`src/rtl/ipf_pkg.sv`:
```
// Shared types and constants for the image-filter LCU feeder.
package ipf_pkg;

    localparam int FRAME_W = 128;
    localparam int ADDR_W  = 14;

    localparam logic [1:0] SIZE_16 = 2'd0;
    localparam logic [1:0] SIZE_32 = 2'd1;
    localparam logic [1:0] SIZE_64 = 2'd2;

    typedef struct packed {
        logic [1:0]  typ;
        logic [4:0]  band_pos;
        logic        wo_class;
        logic [15:0] offset;
    } ipf_param_t;

    localparam int ENT_W = 15;

    typedef struct packed {
        logic [7:0] pix;
        logic       first;
        logic [2:0] lx;
        logic [2:0] ly;
    } ipf_ent_t;

    typedef enum logic [1:0] {IDLE, RUN, DRAIN} ipf_state_t;

    function automatic logic [5:0] pix_last(input logic [1:0] size);
        case (size)
            SIZE_16: return 6'd15;
            SIZE_32: return 6'd31;
            default: return 6'd63;
        endcase
    endfunction

    function automatic logic [2:0] lcu_last(input logic [1:0] size);
        case (size)
            SIZE_16: return 3'd7;
            SIZE_32: return 3'd3;
            default: return 3'd1;
        endcase
    endfunction

endpackage

```
`src/rtl/ipf_pix_skid.sv`:
```
// Two-entry FIFO holding fetched pixels and their LCU tags until the output stage takes them.
module ipf_pix_skid
    import ipf_pkg::*;
(
    input  logic             clk,
    input  logic             reset,
    input  logic             push,
    input  logic             pop,
    input  logic [ENT_W-1:0] wr_ent,
    output logic [ENT_W-1:0] rd_ent,
    output logic [1:0]       occ
);

    logic [ENT_W-1:0] mem [2];
    logic             wr_ptr;
    logic             rd_ptr;

    always_ff @(posedge clk) begin
        if (reset) begin
            wr_ptr <= 1'b0;
            rd_ptr <= 1'b0;
            occ    <= 2'd0;
        end else begin
            if (push) wr_ptr <= ~wr_ptr;
            if (pop)  rd_ptr <= ~rd_ptr;
            occ <= occ + 2'(push) - 2'(pop);
        end
    end

    always_ff @(posedge clk) begin
        if (push) mem[wr_ptr] <= wr_ent;
    end

    assign rd_ent = mem[rd_ptr];

endmodule

```
`src/rtl/ipf_lcu_feeder.sv`:
```
// Streams a 128x128 frame in LCU order into the filter, with per-LCU parameters aligned to din.
// state | meaning
// IDLE  | waiting for start
// RUN   | issuing image/parameter reads
// DRAIN | all reads issued, emptying the pipeline
module ipf_lcu_feeder
    import ipf_pkg::*;
(
    input  logic        clk,
    input  logic        reset,
    input  logic        start,
    input  logic [1:0]  cfg_lcu_size,
    output logic        img_rd,
    output logic [13:0] img_addr,
    input  logic [7:0]  img_data,
    output logic        prm_rd,
    output logic [5:0]  prm_addr,
    input  logic [23:0] prm_data,
    input  logic        busy,
    output logic        in_en,
    output logic [7:0]  din,
    output logic [1:0]  ipf_type,
    output logic [4:0]  ipf_band_pos,
    output logic        ipf_wo_class,
    output logic [15:0] ipf_offset,
    output logic [2:0]  lcu_x,
    output logic [2:0]  lcu_y,
    output logic [1:0]  lcu_size,
    output logic        active,
    output logic        done
);

    ipf_state_t state, state_nxt;
    logic [5:0] pix_i, pix_j;
    logic [2:0] cur_lx, cur_ly;
    logic       issue, done_nxt, last_pos;
    logic       rd_vld, rd_first;
    logic [2:0] rd_lx, rd_ly;
    logic [1:0] occ, fill;
    logic       out_free, from_skid, bypass, push, pop;
    logic [6:0] pos_x, pos_y;
    logic [ENT_W-1:0] head_raw;
    ipf_ent_t   head, in_ent, src;
    ipf_param_t shadow, prm_in, par_src;

    assign prm_in   = ipf_param_t'(prm_data);
    assign head     = ipf_ent_t'(head_raw);
    assign in_ent   = ipf_ent_t'({img_data, rd_first, rd_lx, rd_ly});
    assign last_pos = pix_i == pix_last(lcu_size) && pix_j == pix_last(lcu_size) &&
                      cur_lx == lcu_last(lcu_size) && cur_ly == lcu_last(lcu_size);

    // Occupancy plus the read in flight; capping this at 1 keeps the skid from overflowing.
    assign fill      = occ + 2'(rd_vld);
    assign out_free  = !in_en || !busy;
    assign from_skid = out_free && occ != 2'd0;
    assign bypass    = out_free && occ == 2'd0 && rd_vld;
    assign push      = rd_vld && !bypass;
    assign pop       = from_skid;
    assign src       = from_skid ? head : in_ent;
    assign par_src   = from_skid ? shadow : prm_in;
    assign active    = state != IDLE;
    assign img_rd    = issue;
    assign prm_rd    = issue && pix_i == 6'd0 && pix_j == 6'd0;

    always_comb begin
        pos_x    = '0;
        pos_y    = '0;
        prm_addr = '0;
        case (lcu_size)
            SIZE_16: begin
                pos_x    = {cur_lx, pix_i[3:0]};
                pos_y    = {cur_ly, pix_j[3:0]};
                prm_addr = {cur_ly, cur_lx};
            end
            SIZE_32: begin
                pos_x    = {cur_lx[1:0], pix_i[4:0]};
                pos_y    = {cur_ly[1:0], pix_j[4:0]};
                prm_addr = {2'b0, cur_ly[1:0], cur_lx[1:0]};
            end
            default: begin
                pos_x    = {cur_lx[0], pix_i};
                pos_y    = {cur_ly[0], pix_j};
                prm_addr = {4'b0, cur_ly[0], cur_lx[0]};
            end
        endcase
        img_addr = ADDR_W'(pos_y) * ADDR_W'(FRAME_W) + ADDR_W'(pos_x);
    end

    always_comb begin
        state_nxt = state;
        issue     = 1'b0;
        done_nxt  = 1'b0;
        case (state)
            IDLE: if (start) state_nxt = RUN;
            RUN: begin
                issue = fill <= 2'd1;
                if (issue && last_pos) state_nxt = DRAIN;
            end
            DRAIN: begin
                if (occ == 2'd0 && !rd_vld && out_free) begin
                    done_nxt  = 1'b1;
                    state_nxt = IDLE;
                end
            end
            default: state_nxt = IDLE;
        endcase
    end

    always_ff @(posedge clk) begin
        if (reset) begin
            state    <= IDLE;
            done     <= 1'b0;
            lcu_size <= 2'd0;
            pix_i    <= '0;
            pix_j    <= '0;
            cur_lx   <= '0;
            cur_ly   <= '0;
            rd_vld   <= 1'b0;
            rd_first <= 1'b0;
            rd_lx    <= '0;
            rd_ly    <= '0;
            shadow   <= '0;
        end else begin
            state    <= state_nxt;
            done     <= done_nxt;
            rd_vld   <= issue;
            rd_first <= prm_rd;
            rd_lx    <= cur_lx;
            rd_ly    <= cur_ly;
            if (rd_first) shadow <= prm_in;
            if (state == IDLE && start) begin
                lcu_size <= (cfg_lcu_size == 2'd3) ? SIZE_64 : cfg_lcu_size;
                pix_i    <= '0;
                pix_j    <= '0;
                cur_lx   <= '0;
                cur_ly   <= '0;
            end else if (issue) begin
                if (pix_i != pix_last(lcu_size)) pix_i <= pix_i + 6'd1;
                else begin
                    pix_i <= '0;
                    if (pix_j != pix_last(lcu_size)) pix_j <= pix_j + 6'd1;
                    else begin
                        pix_j <= '0;
                        if (cur_lx != lcu_last(lcu_size)) cur_lx <= cur_lx + 3'd1;
                        else begin
                            cur_lx <= '0;
                            cur_ly <= (cur_ly == lcu_last(lcu_size)) ? 3'd0 : cur_ly + 3'd1;
                        end
                    end
                end
            end
        end
    end

    // Parameters follow the first pixel of an LCU into the output stage, so they switch with din.
    always_ff @(posedge clk) begin
        if (reset) begin
            in_en        <= 1'b0;
            din          <= '0;
            ipf_type     <= '0;
            ipf_band_pos <= '0;
            ipf_wo_class <= 1'b0;
            ipf_offset   <= '0;
            lcu_x        <= '0;
            lcu_y        <= '0;
        end else if (out_free) begin
            if (from_skid || bypass) begin
                in_en <= 1'b1;
                din   <= src.pix;
                if (src.first) begin
                    ipf_type     <= par_src.typ;
                    ipf_band_pos <= par_src.band_pos;
                    ipf_wo_class <= par_src.wo_class;
                    ipf_offset   <= par_src.offset;
                    lcu_x        <= src.lx;
                    lcu_y        <= src.ly;
                end
            end else begin
                in_en <= 1'b0;
            end
        end
    end

    ipf_pix_skid u_skid (
        .clk    (clk),
        .reset  (reset),
        .push   (push),
        .pop    (pop),
        .wr_ent (in_ent),
        .rd_ent (head_raw),
        .occ    (occ)
    );

endmodule
```
`config.mk`:
```
export PLATFORM = sky130hd
export DESIGN_NAME = ipf_lcu_feeder
export DESIGN_NICKNAME = d
export VERILOG_FILES = /design/src/rtl/ipf_pkg.sv /design/src/rtl/ipf_pix_skid.sv /design/src/rtl/ipf_lcu_feeder.sv
export SDC_FILE = /design/constraint.sdc
export NUM_CORES = 1
export LEC_CHECK = 0
export BUFFER_PORTS_ARGS = -buffer_cell sky130_fd_sc_hd__buf_2
export CORE_MARGIN = 10
export CORE_UTILIZATION = 35
export DETAILED_ROUTE_END_ITERATION = 12
export RECOVER_POWER = 50
export SLEW_MARGIN = 10
export SYNTH_ARGS = -nofsm -noshare
export SYNTH_HDL_FRONTEND = slang
export SYNTH_SLANG_ARGS = --single-unit
```
`constraint.sdc`:
```
create_clock -name clk -period 2.9 [get_ports clk]
set_clock_uncertainty 0.1 [all_clocks]
set_input_delay 0.435 -clock clk [delete_from_list [all_inputs] [get_ports clk]]
set_output_delay 0.435 -clock clk [all_outputs]
set_load 0.01 [all_outputs]
```
==> Word-level counts from Yosys, hierarchy flattened <==
Memory sizes are Yosys's and may differ from the RTL's. A register that Yosys moved wholly into a read port is not among the register bits.
Cells that the tools add are included.
{ "totals": {"register_bits": 98, "ram_bits": 30, "inputBits": 38, "out_inout_bits": 65, "memories": 1} }
{ "op_classes": {"addsub": 8, "magnitude_cmp": 1, "n_eq_ne": 15, "muxes": 41, "bitwise_logic": 6, "n_reduce_logical": 34} }
{ "mem_list": {"columns": ["name", "depth", "width", "rd", "rd_ports_with_merged_regs", "write_ports", "line_no", "text"], "rows": [
  ["u_skid.mem", 2, 15, 1, 1, 1, "ipf_pix_skid.sv:14", "logic [ENT_W-1:0] mem [2];"]
]} }
{ "op_table": {"columns": ["op", "n"], "rows": [
  ["6-bit two-way mux", 9],
  ["3-bit two-way mux", 13],
  ["7-bit one-hot mux with 2 select lines", 2],
  ["24-bit two-way mux", 1],
  ["6-bit one-hot mux with 2 select lines", 2],
  ["15-bit two-way mux", 1],
  ["14-bit by 7-bit adder with 14-bit output", 1],
  ["1-bit logical AND", 13],
  ["6-bit by 1-bit adder with 6-bit output (second input constant)", 2],
  ["6-bit equality test", 2],
  ["6-bit logical NOT", 2],
  ["6-bit != test", 2],
  ["3-bit equality test", 3],
  ["3-bit AND reduction", 3],
  ["2-bit two-way mux", 4],
  ["1-bit two-way mux", 7],
  ["3-bit by 1-bit adder with 3-bit output (second input constant)", 2],
  ["2-bit logical NOT", 3],
  ["2-bit != test (second input constant)", 3],
  ["1-bit NOT", 6],
  ["2-bit one-hot mux with 3 select lines", 1],
  ["3-bit one-hot mux with 2 select lines", 1],
  ["2-bit by 1-bit adder with 2-bit output", 2],
  ["2-bit by 1-bit equality test with 1-bit output (second input constant)", 2],
  ["other kinds (10)", 18]
]} }

==> Logic depth before layout (Yosys ltp) <==
Gate-level depths: netlist of run 1.
{ "depth": {"ltp_word": 26, "ltp_mapped": 10, "depth_no_buf": 8} }

==> Cells and area by module <==
Synthesis of run 1 repeated with hierarchy kept, for this count alone.
{ "unflattened": {"cells_unflattened": 573, "area_unflattened_um2": 5595.4} }
{ "by_module_without_submodules": {"columns": ["mod", "instances", "cells_each", "area_per_inst_um2", "seq_area_each_um2"], "rows": [
  ["ipf_lcu_feeder", 1, 507, 4252.8, 1881.8],
  ["ipf_pix_skid", 1, 66, 1342.5, 1001.0]
]} }

==> Least setup slack after synthesis of run 1 <==
OpenSTA, ideal clock, no wires.
{ "synth_timing": {"kind": "register to register", "from": "reg u_skid.occ[1]", "to": "reg pix_j[4]", "setup_ps": 70, "t_arrival_ps": 2142, "required_time_ps": 2730, "path_slack_ps": 588, "path_stages_with_launch": 7, "period_less_slack_ps": 2312, "path_cell_list": "dfxtp_1 -> and3b_1 -> or4b_4 -> or3_1 -> buf_6 -> or4_1 -> a21oi_1"} }
{ "synth_via": {"elab_chain_len": 4} }
{ "synth_lines": {"columns": ["element", "line_no", "text"], "rows": [
  ["start: declaration", "ipf_pix_skid.sv:11", "output logic [1:0] occ"],
  ["start signal: assignment", "ipf_pix_skid.sv:26", "occ <= occ + 2'(push) - 2'(pop);"],
  ["2-bit by 1-bit adder with 2-bit output", "ipf_lcu_feeder.sv:53", "assign fill = occ + 2'(rd_vld);"],
  ["2-bit by 1-bit less-or-equal comparator with 1-bit output", "ipf_lcu_feeder.sv:96", "issue = fill <= 2'd1;"],
  ["1-bit two-way mux", "ipf_lcu_feeder.sv:93", "case (state)"],
  ["2-bit AND reduction (no line)", null, null],
  ["end signal: assignment", "ipf_lcu_feeder.sv:141", "if (pix_j != pix_last(lcu_size)) pix_j <= pix_j + 6'd1;"],
  ["end: declaration", "ipf_lcu_feeder.sv:34", "logic [5:0] pix_i, pix_j;"]
]} }
No other way between the ends.
A chain may end at the register's enable or synchronous reset.

==> Worst setup path in the final report of run 1 <==
{ "layout_timing": {"from": "reg u_skid.occ[0]", "to": "out prm_rd"} }
{ "layout_via": {"elab_chain_len": 5} }
{ "layout_lines": {"columns": ["element", "line_no", "text"], "rows": [
  ["2-bit by 1-bit adder with 2-bit output", "ipf_lcu_feeder.sv:53", null],
  ["2-bit by 1-bit less-or-equal comparator with 1-bit output", "ipf_lcu_feeder.sv:96", null],
  ["1-bit two-way mux", "ipf_lcu_feeder.sv:93", null],
  ["1-bit logical AND (2 in series)", "ipf_lcu_feeder.sv:63", "assign prm_rd = issue && pix_i == 6'd0 && pix_j == 6'd0;"],
  ["end: declaration", "ipf_lcu_feeder.sv:16", "output logic prm_rd,"]
]} }
No other way between the ends.

==> results of run 1 <==
## worst max-delay path, cell delays in order, from the launching register on
cell and delay, ps:
dfxtp_1 430, a21boi_0 190, or3_4 480, clkinvlp_4 160, nand4_1 130, nor2_1 140, buf_2 150
## cell usage in the layout (no fill, tap or decap), drive strengths merged, types with 17 or more instances in the layout
| master | instances |
|---|---|
| clkbuf | 72 |
| nor2 | 81 |
| a311oi | 25 |
| nand2 | 70 |
| a211oi | 17 |
| dfxtp | 99 |
| buf | 62 |
| edfxtp | 30 |
| mux2i | 54 |
| o21ai | 17 |
## report_power, final
group	total, mW	leakage (nW)	internal (mW)	switching (mW)
logic	1.53	1.10	0.557	0.974
clock network	1.86	0.251	1.08	0.778
registers	2.24	1.09	2.09	0.147
## worst min path at each step
stage	from	endpoint	slack [ps]	cells past startpoint
final	img_data[1]	u_skid.mem[1][8]	170	1
after global placement	rd_lx[2]	u_skid.mem[0][5]	330	0
after CTS	img_data[4]	u_skid.mem[1][11]	110	1
after detailed placement	rd_lx[2]	u_skid.mem[1][5]	340	0
after global routing	img_data[4]	u_skid.mem[1][11]	170	1
after floorplan	rd_first	u_skid.mem[0][6]	320	0
## area by class of cell
type                       count  area, µm²  area share (%)
inverter                      12      48.80          0.7302
multi-input combinational    375       2409           36.04
tap                          211      264.0           3.951
clock inverter                14      93.84           1.404
clock buffer                  18      429.2           6.422
timing repair buffer         116      554.3           8.294
sequential                   129       2884           43.16
## routing by layer
layer	GRT usage [%]	up-vias
met5	0	-
met4	5.258	0
met3	3.943	21
met2	20.02	85
met1	15.19	2059
li1	-	2149
## sequential cells by signal, summed over array words and instances (netlist names), 2 cells and up, named ones only
| name | flops |
|---|---|
| cur_lx | 3 |
| cur_ly | 3 |
| din | 8 |
| ipf_band_pos | 5 |
| ipf_offset | 16 |
| ipf_type | 2 |
| lcu_size | 2 |
| lcu_x | 3 |
| lcu_y | 3 |
| pix_i | 6 |
| pix_j | 6 |
| rd_lx | 3 |
| rd_ly | 3 |
| shadow | 24 |
| state | 2 |
| u_skid.mem | 30 |
| u_skid.occ | 2 |
## logic make-up (layout without fill, tap and decap cells)
family                   after synthesis  count (layout)
adder cells (fa/ha/maj)                8               8
multiplexers                          56              56
buffers and inverters                 57             160
flip-flops                           129             129
AND/OR/NAND/NOR                      217             217
AO/OA/AOI/OAI                         79              79
XOR/XNOR                              15              15
## metrics by stage
stage / setup slack, ps / std cells / hold WS [ps] / area (µm²) / total power, mW
global route: 98.89 / 875 / 173.0 / 6683 / 5.981
floorplan: 588.4 / 561 / 323.7 / 5535 / 3.300
CTS: 81.29 / 875 / 107.4 / 6748 / 5.747
finish: 280.3 / 875 / 165.0 / 6683 / 5.627
global placement: 447.1 / 843 / 334.5 / 6225 / 3.824
detailed placement: 379.2 / 843 / 336.8 / 6225 / 3.874
==> flow_metrics.py, run 1 <==
metrics = {
    "timing": {
        "hold_viol": 0,
        "setup_tns_ps": 0,
        "setup_violations": 0,
        "fmax_ghz": 0.3817,
        "min_period_ps": 2620,
        "tightest_slew_ps": 1925,
        "fin_crit_sh_pct": 90.33,
        "final-max-slew-violation-count": 66,
        "rsz0062_at_grt": "false",
        "max_slew_margin_pct": -28.31,
    },
    "cells_and_area": {
        "drive_gt1_share_pct": 16.57,
        "nFillCells": 1476,
        "area_delta_synth_final_pct": 20.73,
        "finish.utilization_pct": 43.48,
        "final_nets": 697,
        "diodes": 0,
    },
    "synthesis": {
        "yosysTopAreaCell": "dfxtp_1",
        "synthCells": 561,
        "synthMuxAreaShare_pct": 10.17,
        "async_reset_ff_share_pct": 0,
        "synth_top_family_by_area": "simple AND/OR/NAND/NOR gates",
        "synthSimpleGateAreaFrac_pct": 18.35,
        "ys.flop_type": "dfxtp_1",
        "yosysWarnings": 0,
        "synth-edff-count": 30,
        "synth-compound-area-share_pct": 10.19,
        "synth_area_leaders": "dfxtp_1 36%, edfxtp_1 16%, mux2i_1 9.8%",
        "synthXorXnorAreaFrac_pct": 2.373,
        "synth_most_common_cell": "dfxtp_1",
        "netlist_area_mm2": 0.005535,
        "avgSynthCellArea_um2": 9.867,
        "synth_common_cells": "99 x dfxtp_1, 81 x nor2_1, 70 x nand2_1",
        "yosys.cell_types.count": 55,
        "synth_nets": 607,
        "synth_top_area_share_pct": 35.80,
        "synthAdderAreaFrac_pct": 1.808,
        "ys_ff_latch": 129,
        "synth.yosys.seq_area_share_pct": 52.08,
    },
    "clocking": {
        "postCtsSetupBuffers": 0,
        "cts_buffers": 17,
        "clk_pin_slew_ps": 60,
        "cts_tree": "done",
        "clk_path_buf_depth": 2,
        "hold_buffers": 0,
        "clock_latency_ps": 410,
        "cts-root-buf": "clkbuf_16",
        "ctsHtreeMaxLevel": 4,
        "ctsResizeCount": 0,
        "clock-sinks": 129,
    },
    "floorplanning": {
        "pin_count": 103,
        "dieWidth_um": 145.8,
        "core_area_mm2": 0.01537,
        "die_h_um": 145.8,
        "rows": 45,
        "die-area_mm2": 0.02125,
        "initial_core_util_pct": 36.01,
    },
    "worst_setup_path": {
        "r2r_end": "cur_ly[2]",
        "endpoint_kind": "primary output",
        "endpoint": "prm_rd",
        "critPathLaunchType": "flop",
        "arrival_ps": 2080,
        "r2r_start": "u_skid.occ[0]",
        "worst_ep_required_time_ps": 2370,
        "ff2ff_path_depth": 5,
        "critPathMaxFanout": 9,
        "crit_type": "reg2out",
        "reg2reg_setup_slack_ps": 370,
        "critPathLaunch": "u_skid.occ[0]",
    },
    "pwr": {
        "power.static_leakage_nw": 2.441,
        "power_density_mw_per_mm2": 842.1,
        "peakVddDrop_uv": 400.6,
    },
    "hold_path": {
        "min_path_type": "in2reg",
    },
    "place": {
        "dp_hpwl_mm": 9.492,
        "port_buffers": 102,
        "place.gp.congestion": 0.8570,
    },
    "drt": {
        "first_pass_iters": 6,
        "via_count": 4314,
        "routed_wl_mm": 13.43,
        "routed-wl-met3_um": 632,
        "wl_per_cell_um": 15.35,
        "ant_nets": 0,
        "route.met2.wl_mm": 6.445,
        "drt-initial-drc-count": 195,
        "maxUsedRoutingLayer": "met4",
        "wl_met1_mm": 6.140,
        "vias_per_cell": 4.930,
        "drt_drc_violations_left": 0,
    },
    "outcome": {
        "violations": "max-capacitance violations, max-slew violations",
        "status": "finished, violations left",
    },
    "job": {
        "cap_viol_max_count": 2,
    },
    "global_routing": {
        "overflow": 0,
        "grt_pass1_vias": 4186,
        "track_usage_pct": 12.52,
        "grt_pass1_wl_mm": 21.71,
        "antenna_found_initial": 0,
        "grt_max_degree": 45,
    },
}
No activity file was read; power rests on OpenSTA's default activity.
==> run 2, diff against run 1 <==
clock period = 2.6 ns   (was 2.9 ns; I/O delays follow)
==> run 2 against run 1 <==
  * The flow still finishes with violations (max-capacitance violations, max-slew violations)
  * Sequential power is 11% higher
  * Clock-buffer cell count increased by 2
  * Clock power grew 36%
  * Final cell count grew 0.57%
  * Die area unchanged
  * Non-clock buffer count is 5 higher
  * Register-to-register slack worse by 220 ps
  * Combinational power rose by 12%
  * First-iteration DRC count fell by 18%
  * Power grew 19%
  * Sequential share of layout area fell by 0.84 points
==> flow_metrics.py, run 2 (synthesis results as in run 1) <==
metrics = {
    "outcome": {
        "status": "finished, violations left",
        "violations": "max-capacitance violations, max-slew violations",
    },
    "hold_path": {
        "whs_endpoint": "u_skid.mem[0][8]",
        "min_path_type": "in2reg",
        "hold_start": "img_data[1]",
        "min_path_cells": 1,
    },
    "global_routing": {
        "overflow": 0,
        "grt_pass1_vias": 4303,
        "antenna_found_initial": 0,
        "grt_max_degree": 75,
        "grt_pass1_wl_mm": 22.54,
        "track_usage_pct": 13.06,
    },
    "worst_setup_path": {
        "reg2reg_setup_slack_ps": 150,
        "ff2ff_path_depth": 5,
        "crit_type": "reg2out",
        "critPathLaunchType": "flop",
        "worst_ep_required_time_ps": 2110,
        "endpoint_kind": "primary output",
        "r2r_end": "cur_ly[2]",
        "r2r_start": "pix_j[1]",
        "arrival_ps": 1970,
        "critPathMaxFanout": 9,
    },
    "cells_and_area": {
        "reg_top3": "u_skid.mem x30, shadow x24, ipf_offset x16",
        "final_common_cell": "dfxtp_1",
        "max_flop_register": "u_skid.mem",
        "fin_area_mm2": 0.006815,
        "nFillCells": 1495,
        "drive_gt1_share_pct": 17.04,
        "final_nets": 702,
        "area_delta_synth_final_pct": 23.12,
        "diodes": 0,
        "largest_reg_flops": 30,
        "final_cell_mix": "98 x dfxtp_1, 81 x nor2_1, 70 x nand2_1",
    },
    "timing": {
        "min_period_ps": 2465,
        "fmax_ghz": 0.4057,
        "rsz0062_at_grt": "false",
        "final-max-slew-violation-count": 75,
        "setup_violations": 0,
        "hold_viol": 0,
        "setup_tns_ps": 0,
        "fin_crit_sh_pct": 94.80,
        "tightest_slew_ps": 1510,
        "max_slew_margin_pct": -0.6344,
    },
    "pwr": {
        "seqPwrFrac_pct": 36.9,
        "p_clk_share_pct": 37.6,
        "sw_frac_of_total_pct": 31.07,
        "peakVddDrop_uv": 456.1,
        "switching_power_mw": 2.087,
        "p_int_mw": 4.632,
        "pwr-share-comb_pct": 25.5,
        "power.static_leakage_nw": 2.522,
        "power_density_mw_per_mm2": 985.9,
    },
    "place": {
        "dp_hpwl_mm": 9.342,
        "place.gp.congestion": 0.8596,
        "dpl_cell_area_mm2": 0.006262,
        "port_buffers": 102,
    },
    "drt": {
        "first_pass_iters": 4,
        "routed_wl_mm": 13.59,
        "vias_per_cell": 4.865,
        "via_count": 4281,
        "drt_drc_violations_left": 0,
        "drt-initial-drc-count": 160,
        "wl_per_cell_um": 15.44,
        "ant_nets": 0,
    },
    "floorplanning": {
        "rows": 45,
        "dieWidth_um": 145.8,
        "initial_core_util_pct": 36.01,
        "pin_count": 103,
        "core_area_mm2": 0.01537,
        "die_h_um": 145.8,
        "die-area_mm2": 0.02125,
    },
    "clocking": {
        "ctsResizeCount": 2,
        "hold_buffers": 0,
        "cts-root-buf": "clkbuf_16",
        "clk_path_buf_depth": 2,
        "clk_pin_slew_ps": 60,
        "cts_buffers": 17,
        "clock_latency_ps": 420,
        "postCtsSetupBuffers": 0,
        "clock-sinks": 129,
        "ctsHtreeMaxLevel": 4,
        "cts_tree": "done",
    },
    "job": {
        "cap_viol_max_count": 1,
    },
}
[run 2: changes by cell type in the layout (fill, tap and decap cells not counted)]
cell and delta:
clkinv_2 +1, clkinvlp_4 -2, clkinv_1 -1, clkbuf_2 +2, clkinv_4 -4, clkbuf_1 +2, bufinv_16 +5, inv_6 -1
buf_4 +4, clkbuf_4 -1
[run 2: layout make-up]
cell class | instances | area [µm²] | area share [%]
clock buffer | 20 | 436.7 | 6.407
clock inverter | 12 | 188.9 | 2.772
inverter | 12 | 46.29 | 0.6793
multi-input combinational | 375 | 2409 | 35.34
sequential | 129 | 2884 | 42.32
tap | 211 | 264.0 | 3.874
timing repair buffer | 121 | 586.8 | 8.610
[run 2: worst max path at each step]
stage | start | endpoint | slack [ps] | depth (start not counted)
finish | rd_vld | prm_rd | 140 | 6
floorplan | u_skid.occ[1] | pix_j[4] | 290 | 6
detailed placement | u_skid.occ[0] | cur_ly[2] | 130 | 5
CTS | u_skid.occ[0] | prm_rd | 50 | 6
global placement | u_skid.occ[0] | cur_ly[2] | 170 | 5
global route | pix_j[1] | cur_ly[2] | 5 | 5
[run 2: worst max-delay path, cell delays in order, from the launching register on]
cell      delay, ps
dfxtp_1         380
a21boi_0        160
or3_4           470
clkinv_2        140
nand4_1         130
nor2_1          140
buf_2           150
[run 2: per-stage QoR]
step                      cells  power [mW]  hold WS (ps)  util, %  setup slack (ps)
final                       880       6.719         114.6    44.34             135.3
after global routing        880       7.140         119.8    44.34             5.236
after CTS                   880       6.858         62.51    44.84             52.64
after detailed placement    848       4.311         342.2    40.74             134.6
after global placement      848       4.273         339.8    40.74             173.9
after floorplan             561       3.681         323.7        -             288.4
[run 2: metal layers]
layer  GRT usage, %  share of wire [%]
met1          15.67                 47
met2          20.84                 48
met3          4.874                3.8
met4          4.853                1.4
met5              0                  0
[run 2: power groups by stage]
stage / Sequential [mW] / Clock (mW) / Combinational [mW]
2_1_floorplan: 2.59 / 0 / 1.09
3_3_place_gp: 2.50 / 0 / 1.77
3_5_place_dp: 2.51 / 0 / 1.80
4_1_cts: 2.47 / 2.57 / 1.81
5_1_grt: 2.52 / 2.68 / 1.95
6_report: 2.48 / 2.53 / 1.71
